**src/rtl/aes_kb_seal_if.sv**
```systemverilog
// Signal bundle between the key-blob sealer and its environment: command, md5 write port,
// AES core port and result handshake.
interface aes_kb_seal_if;
  logic         stall;
  logic         start;
  logic [447:0] kb;
  logic         busy;

  logic         md5_w;
  logic [3:0]   md5_wa;
  logic [31:0]  md5_data;
  logic         md5_start;
  logic         md5_done;
  logic [127:0] md5_digest;

  logic         aes_start;
  logic [127:0] aes_in;
  logic [127:0] aes_key;
  logic [127:0] aes_out;

  logic [127:0] out_buf;
  logic [127:0] out_key;
  logic         out_valid;
  logic         out_ready;
  logic         err;

  // Sealer side.
  modport master (
    input  stall, start, kb, md5_done, md5_digest, aes_out, out_ready,
    output busy, md5_w, md5_wa, md5_data, md5_start, aes_start, aes_in, aes_key,
           out_buf, out_key, out_valid, err
  );

  // Environment side: md5 core, AES core and result consumer.
  modport slave (
    output stall, start, kb, md5_done, md5_digest, aes_out, out_ready,
    input  busy, md5_w, md5_wa, md5_data, md5_start, aes_start, aes_in, aes_key,
           out_buf, out_key, out_valid, err
  );
endinterface

```
**src/rtl/aes_kb_seal.sv**
```systemverilog
// Key-blob sealer: streams the padded blob into an md5 core, then encrypts the digest H
// with itself on a fixed-latency AES core and hands out (AES(H,H), H).
module aes_kb_seal #(
  parameter int unsigned AES_LAT     = 38,
  parameter int unsigned MD5_TIMEOUT = 1024
) (
  input logic           clk,
  input logic           rst,
  aes_kb_seal_if.master bus
);

  localparam int unsigned TcntW = (MD5_TIMEOUT > 2) ? $clog2(MD5_TIMEOUT) : 1;
  localparam int unsigned AcntW = $clog2(AES_LAT + 1);
  localparam logic [TcntW-1:0] TcntLast = TcntW'(MD5_TIMEOUT - 1);
  localparam logic [AcntW-1:0] AcntLast = AcntW'(AES_LAT);

  typedef enum logic [2:0] {
    StIdle,
    StLoad,
    StKick,
    StWaitMd5,
    StAes,
    StOut
  } state_e;

  state_e             state_q, state_d;
  logic [447:0]       kb_q, kb_d;
  logic [3:0]         wcnt_q, wcnt_d;
  logic [TcntW-1:0]   tcnt_q, tcnt_d;
  logic [AcntW-1:0]   acnt_q, acnt_d;
  logic [127:0]       h_q, h_d;
  logic [127:0]       obuf_q, obuf_d;
  logic [127:0]       okey_q, okey_d;
  logic [3:0]         wa_q, wa_d;
  logic [31:0]        wdata_q, wdata_d;

  logic               md5_w_c, md5_start_c, aes_start_c, err_c;
  logic               md5_w;
  logic [511:0]       block;
  logic [31:0]        word;

  // Fixed padding occupies the two top words of the block.
  assign block = {32'h8000_0000, 32'h0000_0000, kb_q};
  assign word  = block[{wcnt_q, 5'b0} +: 32];

  always_ff @(posedge clk) begin
    if (rst) begin
      state_q <= StIdle;
      kb_q    <= '0;
      wcnt_q  <= '0;
      tcnt_q  <= '0;
      acnt_q  <= '0;
      h_q     <= '0;
      obuf_q  <= '0;
      okey_q  <= '0;
      wa_q    <= '0;
      wdata_q <= '0;
    end else if (!bus.stall) begin
      state_q <= state_d;
      kb_q    <= kb_d;
      wcnt_q  <= wcnt_d;
      tcnt_q  <= tcnt_d;
      acnt_q  <= acnt_d;
      h_q     <= h_d;
      obuf_q  <= obuf_d;
      okey_q  <= okey_d;
      wa_q    <= wa_d;
      wdata_q <= wdata_d;
    end
  end

  always_comb begin
    state_d     = state_q;
    kb_d        = kb_q;
    wcnt_d      = wcnt_q;
    tcnt_d      = tcnt_q;
    acnt_d      = acnt_q;
    h_d         = h_q;
    obuf_d      = obuf_q;
    okey_d      = okey_q;
    wa_d        = wa_q;
    wdata_d     = wdata_q;
    md5_w_c     = 1'b0;
    md5_start_c = 1'b0;
    aes_start_c = 1'b0;
    err_c       = 1'b0;

    unique case (state_q)
      StIdle: begin
        if (bus.start) begin
          kb_d    = bus.kb;
          wcnt_d  = '0;
          state_d = StLoad;
        end
      end
      StLoad: begin
        md5_w_c = 1'b1;
        wa_d    = wcnt_q;
        wdata_d = word;
        wcnt_d  = wcnt_q + 4'd1;
        if (wcnt_q == 4'd15) begin
          state_d = StKick;
        end
      end
      StKick: begin
        md5_start_c = 1'b1;
        tcnt_d      = '0;
        state_d     = StWaitMd5;
      end
      StWaitMd5: begin
        if (bus.md5_done) begin
          h_d     = bus.md5_digest;
          acnt_d  = '0;
          state_d = StAes;
        end else if (tcnt_q == TcntLast) begin
          err_c   = 1'b1;
          state_d = StIdle;
        end else begin
          tcnt_d = tcnt_q + 1'b1;
        end
      end
      StAes: begin
        aes_start_c = (acnt_q == '0);
        if (acnt_q == AcntLast) begin
          obuf_d  = bus.aes_out;
          okey_d  = h_q;
          state_d = StOut;
        end else begin
          acnt_d = acnt_q + 1'b1;
        end
      end
      StOut: begin
        if (bus.out_ready) begin
          state_d = StIdle;
        end
      end
      default: state_d = StIdle;
    endcase
  end

  // Strobes are suppressed while stalled; the frozen state re-issues them afterwards.
  assign md5_w         = md5_w_c & ~bus.stall;
  assign bus.md5_w     = md5_w;
  assign bus.md5_start = md5_start_c & ~bus.stall;
  assign bus.aes_start = aes_start_c & ~bus.stall;
  assign bus.err       = err_c & ~bus.stall;

  // Address/data show the live word during a write and hold the last written one otherwise.
  assign bus.md5_wa    = md5_w ? wcnt_q : wa_q;
  assign bus.md5_data  = md5_w ? word : wdata_q;

  assign bus.busy      = (state_q != StIdle);
  assign bus.aes_in    = h_q;
  assign bus.aes_key   = h_q;
  assign bus.out_buf   = obuf_q;
  assign bus.out_key   = okey_q;
  assign bus.out_valid = (state_q == StOut);

endmodule
```
**src/flat_wrapper.sv**
```systemverilog
// flat-port wrapper written by rule: the top's interface ports become plain ports
module aes_kb_seal_flat 
#(
  parameter int unsigned AES_LAT     = 38,
  parameter int unsigned MD5_TIMEOUT = 1024
)
  (clk, rst, bus_stall, bus_start, bus_kb, bus_md5_done, bus_md5_digest, bus_aes_out, bus_out_ready, bus_busy, bus_md5_w, bus_md5_wa, bus_md5_data, bus_md5_start, bus_aes_start, bus_aes_in, bus_aes_key, bus_out_buf, bus_out_key, bus_out_valid, bus_err);
  aes_kb_seal_if bus_i ();
  input logic clk;
  input logic rst;
  input wire logic [$bits(bus_i.stall)-1:0] bus_stall;
  input wire logic [$bits(bus_i.start)-1:0] bus_start;
  input wire logic [$bits(bus_i.kb)-1:0] bus_kb;
  input wire logic [$bits(bus_i.md5_done)-1:0] bus_md5_done;
  input wire logic [$bits(bus_i.md5_digest)-1:0] bus_md5_digest;
  input wire logic [$bits(bus_i.aes_out)-1:0] bus_aes_out;
  input wire logic [$bits(bus_i.out_ready)-1:0] bus_out_ready;
  output wire logic [$bits(bus_i.busy)-1:0] bus_busy;
  output wire logic [$bits(bus_i.md5_w)-1:0] bus_md5_w;
  output wire logic [$bits(bus_i.md5_wa)-1:0] bus_md5_wa;
  output wire logic [$bits(bus_i.md5_data)-1:0] bus_md5_data;
  output wire logic [$bits(bus_i.md5_start)-1:0] bus_md5_start;
  output wire logic [$bits(bus_i.aes_start)-1:0] bus_aes_start;
  output wire logic [$bits(bus_i.aes_in)-1:0] bus_aes_in;
  output wire logic [$bits(bus_i.aes_key)-1:0] bus_aes_key;
  output wire logic [$bits(bus_i.out_buf)-1:0] bus_out_buf;
  output wire logic [$bits(bus_i.out_key)-1:0] bus_out_key;
  output wire logic [$bits(bus_i.out_valid)-1:0] bus_out_valid;
  output wire logic [$bits(bus_i.err)-1:0] bus_err;
  assign bus_i.stall = bus_stall;
  assign bus_i.start = bus_start;
  assign bus_i.kb = bus_kb;
  assign bus_i.md5_done = bus_md5_done;
  assign bus_i.md5_digest = bus_md5_digest;
  assign bus_i.aes_out = bus_aes_out;
  assign bus_i.out_ready = bus_out_ready;
  assign bus_busy = bus_i.busy;
  assign bus_md5_w = bus_i.md5_w;
  assign bus_md5_wa = bus_i.md5_wa;
  assign bus_md5_data = bus_i.md5_data;
  assign bus_md5_start = bus_i.md5_start;
  assign bus_aes_start = bus_i.aes_start;
  assign bus_aes_in = bus_i.aes_in;
  assign bus_aes_key = bus_i.aes_key;
  assign bus_out_buf = bus_i.out_buf;
  assign bus_out_key = bus_i.out_key;
  assign bus_out_valid = bus_i.out_valid;
  assign bus_err = bus_i.err;
  aes_kb_seal #(.AES_LAT(AES_LAT), .MD5_TIMEOUT(MD5_TIMEOUT)) u_core (.clk(clk), .rst(rst), .bus(bus_i));
endmodule
```
**config.mk**
```make
export PLATFORM = sky130hd
export DESIGN_NAME = aes_kb_seal_flat
export DESIGN_NICKNAME = d
export VERILOG_FILES = /design/src/rtl/aes_kb_seal_if.sv /design/src/rtl/aes_kb_seal.sv /design/src/flat_wrapper.sv
export SDC_FILE = /design/constraint.sdc
export NUM_CORES = 2
export LEC_CHECK = 0
export BUFFER_PORTS_ARGS = -buffer_cell sky130_fd_sc_hd__buf_2
export CAP_MARGIN = 20
export CORE_AREA = 2 2 496 498
export CTS_CLUSTER_SIZE = 20
export DETAILED_ROUTE_END_ITERATION = 10
export DIE_AREA = 0 0 498 500
export PLACE_DENSITY_LB_ADDON = 0.3
export SYNTH_ARGS = -nofsm -noshare
export SYNTH_HDL_FRONTEND = slang
export SYNTH_SLANG_ARGS = --single-unit
```
**constraint.sdc**
```tcl
create_clock -name clk -period 3.2 [get_ports clk]
set_clock_uncertainty 0.05 [all_clocks]
set_input_delay 0.16 -clock clk [delete_from_list [all_inputs] [get_ports clk]]
set_output_delay 0.16 -clock clk [all_outputs]
set_load 0.005 [all_outputs]
```
### Word-level counts from Yosys, hierarchy flattened

Cells that the tools add are included.

| storage, ports and cells | value |
|---|---|
| ROM bits | 0 |
| logic and storage cells | 73 |
| memories kept | 0 |
| bits in latches | 0 |
| input port bits | 710 |
| register bits after elaboration | 891 |
| output and inout port bits | 554 |
| RAM bits | 0 |

| operators by class | value |
|---|---|
| shift operators | 1 |
| add/subtract/negate cells | 3 |
| reduce and logical (&&, ||, !) cells | 14 |
| equal/unequal tests | 17 |
| order comparisons | 0 |
| bitwise logic cells | 5 |
| div/mod/pow operators | 0 |
| $mul | 0 |
| mux-type cells | 23 |

Operators with widths:

| kind | count |
|---|---|
| variable part select 512 x 10 -> 32 bit | 1 |
| 2-to-1 mux 32 bit | 1 |
| 2-to-1 mux 10 bit | 2 |
| case mux 10 bit (2 select lines) | 1 |
| 2-to-1 mux 3 bit | 6 |
| case mux 3 bit (6 select lines) | 1 |
| 2-to-1 mux 6 bit | 2 |
| inequality test 2 bit (second input constant) | 6 |
| case mux 6 bit (2 select lines) | 1 |
| AND reduction 3 bit | 4 |
| adder 10 x 1 -> 10 bit (second input constant) | 1 |
| equality test 10 bit (second input constant) | 1 |
| 2-to-1 mux 4 bit | 2 |
| case mux 4 bit (2 select lines) | 1 |
| AND reduction 4 bit | 2 |
| adder 6 x 1 -> 6 bit (second input constant) | 1 |
| equality test 3 x 2 -> 1 bit (second input constant) | 2 |
| equality test 3 bit (second input constant) | 2 |
| equality test 6 bit (second input constant) | 1 |
| logical NOT 6 bit | 1 |
| 2-to-1 mux 1 bit | 6 |
| AND reduction 6 bit | 1 |
| nonzero test 2 bit | 3 |
| adder 4 x 1 -> 4 bit (second input constant) | 1 |
| other kinds (9) | 13 |

### Logic depth before layout (Yosys ltp)

| depth | value |
|---|---|
| word-level depth | 5 |
| mapped depth | 9 |
| mapped depth without buffers | 6 |

### Least setup slack after synthesis

No wires, ideal clock.

| timing path | value |
|---|---|
| path type | register -> register |
| from | register u_core.wcnt_q[0] |
| to | register u_core.wdata_q[31] |
| required time | 3.023 ns |
| library setup time | 0.127 ns |
| path buffers | 1 |
| setup slack | 1.218 ns |
| arrival time | 1.805 ns |
| period minus slack after synthesis | 1.982 ns |
| stages on the path, launching flop included | 6 |
| cell sequence | dfxtp_1 buf_4 mux4_2 mux4_2 mux2_2 nor2b_1 |

| between the ends | value |
|---|---|
| word-level cells in the longest chain between the ends | 1 |

Ends and longest elaborated chain:

| item | line | text |
|---|---|---|
| start, declared | aes_kb_seal.sv:28 | `logic [3:0] wcnt_q, wcnt_d;` |
| start signal, assigned | aes_kb_seal.sv:61 | `wcnt_q <= wcnt_d;` |
| variable part select 512 x 10 -> 32 bit | aes_kb_seal.sv:44 | `assign word = block[{wcnt_q, 5'b0} +: 32];` |
| end signal, assigned | aes_kb_seal.sv:68 | `wdata_q <= wdata_d;` |
| end, declared | aes_kb_seal.sv:35 | `logic [31:0] wdata_q, wdata_d;` |

Every way passes these cells.
A chain may end at the register's enable or synchronous reset.

### Worst setup path in the final report

| timing path | value |
|---|---|
| from | register u_core.wcnt_q[0] |
| to | output bus_md5_data[31] |

| between the ends | value |
|---|---|
| word-level cells in the longest chain between the ends | 2 |

Ends and longest elaborated chain:

| item | line | text |
|---|---|---|
| variable part select 512 x 10 -> 32 bit | aes_kb_seal.sv:44 |  |
| 2-to-1 mux 32 bit | aes_kb_seal.sv:150 | `assign bus.md5_data = md5_w ? word : wdata_q;` |
| end, declared | flat_wrapper.sv:21 | `output wire logic [$bits(bus_i.md5_data)-1:0] bus_md5_data;` |

Every way passes these cells.

==> summary.md <==
| Metric | Value |
|---|---|
| Status | `finished, final reports clean` |
| Layout cells sized above 1 | `29.3%` |
| Hold wc startpoint | `bus_md5_digest[43]` |
| Worst-Skew Late Latency | `0.76 ns` |
| Row Count | `182` |
| Startpoint Class | `flop` |
| Fmax | `0.314 GHz` |
| Antenna viol nets, final | `0` |
| Final worst-path cycle share | `99.4%` |
| Synth-to-Final Area Change | `61.3%` |
| Clk buf depth | `3` |
| Post-Syn Area | `0.0355 sq mm` |
| Crit path time final | `3.18 ns` |
| Initial antenna violation count | `37` |
| CP Launch Point | `u_core.wcnt_q[0]` |
| Vias in the first global route | `37800` |
| Max-slew violation count | `0` |
| Data arrival time of the critical path | `2.97 ns` |
| Avg WL per Cell | `22.3 microns` |
| Die H | `500 microns` |
| Commonest register cell after synthesis | `dfxtp_1` |
| Syn Area/Cell | `8.29 sq um` |
| Remaining DRCs | `0` |
| # port buffers | `1263` |
| Most frequent cells after synthesis | `nand2_1, dfxtp_1, a21oi_1, clkbuf_1, buf_4` |
| Clock-pin slew on the worst setup and hold paths | `0.06 ns` |
| Synth top area share | `50.2%` |
| Design Power | `29300 uW` |
| Ys async rst share | `0%` |
| Max_cap viols | `0` |
| # clock sinks | `891` |
| Crit-path max FO | `6` |
| Slew margin rel. | `43.0%` |
| Fin worst setup slack | `0.0177 ns` |
| Slew @ Worst Pin | `0.856 ns` |
| HPWL after detailed placement | `162 mm` |
| Worst vdd ir | `0.000379 V` |
| Clock root buffer | `clkbuf_16` |
| Critical Path Sink Type | `primary output` |
| Final wirelength | `211 mm` |
| Largest net degree at the start of global routing | `129` |
| Starting Density | `14.5%` |
| Gpl congestion | `0.883` |
| CP top delay family | `multiplexers` |
| Seq/Total Area, Yosys | `50.2%` |
| Worst Path Buf+Inv | `3` |
| Core box area | `0.244 sq mm` |
| Post-synth EDFFs | `0` |
| Crit path largest cell delay | `0.59 ns` |
| Setup WS pre-CTS | `0.200 ns` |
| Hold Path Class | `primary input to flop` |
| H-tree depth | `3` |
| Syn nets | `4999` |
| Hold Fails Final Rpt | `0` |
| Total GRT Usage | `16.3%` |
| Num CTS Buffers | `106` |
| Synth top area cells | `dfxtp_1, nand2_1, a21oi_1` |
| CP Class | `flop to primary output` |
| PD cells | `512 mW/mm^2` |
| Die area | `0.249 sq mm` |
| Post-synth top area cell | `dfxtp_1` |
| Leakage | `0.0230 uW` |
| I/O Pins | `1264` |
| Starting DRT DRC Count | `2844` |
| Total gr overflow | `0` |
| CTS tree | `yes` |
| FF+latch count, synth | `891` |
| Final setup viols | `0` |
| Drt first pass iters | `5` |
| Nets | `6833` |
| Crit-path slowest cell | `mux4_2` |
| Distinct cells, synth | `51` |
| First-pass GRT wire length | `290 mm` |
| Die Wd | `498 microns` |
| Syn. warnings | `0` |
| Unrepaired setup endpoints after global routing | `true` |
| Total number of vias | `37900` |
| Reg2reg start | `u_core.state_q[2]` |
| Vias/cell | `4.02` |
| Cells after synthesis | `4284` |
| Critical path cell sequence | `buf_12 -> buf_12 -> mux4_2 -> mux4_2 -> mux2_4 -> buf_6` |
| Most common cell in the synthesized netlist | `nand2_1` |
| Critical Path RT | `2.99 ns` |
==> cells in the final DEF (no fill, tap or decap), types with 8 or more instances in the layout <==
master,count
mux2_2,31
mux4_2,97
mux2i_4,12
nand2_1,1676
buf_6,8
clkinv_2,20
a221oi_2,20
clkbuf_8,31
clkbuf_16,107
dfxtp_1,887
buf_4,104
buf_12,40
diode_2,16
a22oi_1,16
buf_2,1260
a21oi_1,843
clkbuf_1,14
buf_16,8
bufinv_16,11
mux2i_1,16
nor2_1,57
dlygate4sd3_1,762
a22oi_2,14
nor2b_1,34
xor2_1,8
==> worst register-to-register path: stages, from the launching register on <==
cell,delay [ns]
dfxtp_1,0.40
buf_4,0.21
or3b_1,0.50
or3_4,0.43
buf_12,0.18
nand2_1,0.56
a21oi_1,0.08
dlygate4sd3_1,0.55
==> kinds of logic (layout without fill, tap and decap cells) <==
logic type	count (synthesis)	count (layout)	share of synthesized area, %
multiplexers	163	163	8.13
buffers and inverters	473	2397	7.37
other	0	16	0
AND/OR/NAND/NOR	1810	1811	19.7
adder cells (fa/ha/maj)	5	5	0.176
flip-flops	891	891	50.2
AO/OA/AOI/OAI	927	927	14.0
XOR/XNOR	15	15	0.370
==> path summary, 6_finish.rpt <==
check / to / slack, ns / cells after the start
min reg2reg: u_core.kb_q[216] / 0.40 / 2
max reg2reg: u_core.bus.out_buf[118] / 0.15 / 7
max: bus_md5_data[31] / 0.02 / 6
min: u_core.bus.aes_in[43] / 0.13 / 4
==> final cells by class <==
cell class              count  area, sq um
fillers                 26600       187000
flip-flops and latches    891        17800
repair buffers           2190        16000
multi-input cells        2921        15500
well taps                3220         4030
clock buffers             152         3160
clock inverters            47          634
diodes                     16         40.0
inverters                   8         36.3
==> stage by stage <==
| step | setup TNS (ns) | instance area (sq um) | hold slack, ns | utilization [%] | instances |
|---|---|---|---|---|---|
| 2_1_floorplan | 0 | 35500 | 0.246 | - | 4284 |
| 3_3_place_gp | 0 | 44700 | 0.351 | 18.3 | 8431 |
| 3_5_place_dp | 0 | 44700 | 0.357 | 18.3 | 8431 |
| 4_1_cts | -0.305 | 57200 | 0.0139 | 23.4 | 9430 |
| 5_1_grt | -0.0897 | 57300 | 0.0804 | 23.4 | 9437 |
| 6_report | 0 | 57300 | 0.132 | 23.4 | 9445 |
==> power breakdown <==
| group | internal (uW) | switching [uW] | leakage (uW) |
|---|---|---|---|
| Clock | 7770 | 5350 | 0.00187 |
| Sequential | 11600 | 307 | 0.00722 |
| Combinational | 2010 | 2330 | 0.0139 |
| Total | 21400 | 7980 | 0.0230 |
==> registers in the layout (all words and copies together), names as in the netlist <==
| register | cells |
|---|---|
| u_core.kb_q | 448 |
| u_core.bus.aes_in | 128 |
| u_core.bus.out_buf | 128 |
| u_core.bus.out_key | 128 |
| u_core.wdata_q | 32 |
| u_core.tcnt_q | 10 |
| u_core.acnt_q | 6 |
| u_core.wa_q | 4 |
| u_core.wcnt_q | 4 |
| u_core.state_q | 3 |
==> per-layer routing <==
| metal | GRT usage, % | up-vias | part of all wire [%] |
|---|---|---|---|
| met5 | 0 | - | 0.035 |
| met4 | 7.17 | 10 | 4.5 |
| met3 | 2.66 | 321 | 5.4 |
| met2 | 27.9 | 1522 | 48 |
| met1 | 20.0 | 18300 | 42 |
| li1 | - | 17700 | - |
==> timing repair <==
action / 4_1_cts / 5_1_grt
gates resized for setup: 103 / 7
endpoints found under the setup margin: 32 / 10
buffers inserted: 30 / 0
endpoints found under the hold margin: 726 / 0
gates cloned: 8 / 0
pin swaps: 11 / 3
hold buffers: 762 / 0
Note: power is estimated with default switching activity, not from simulation.
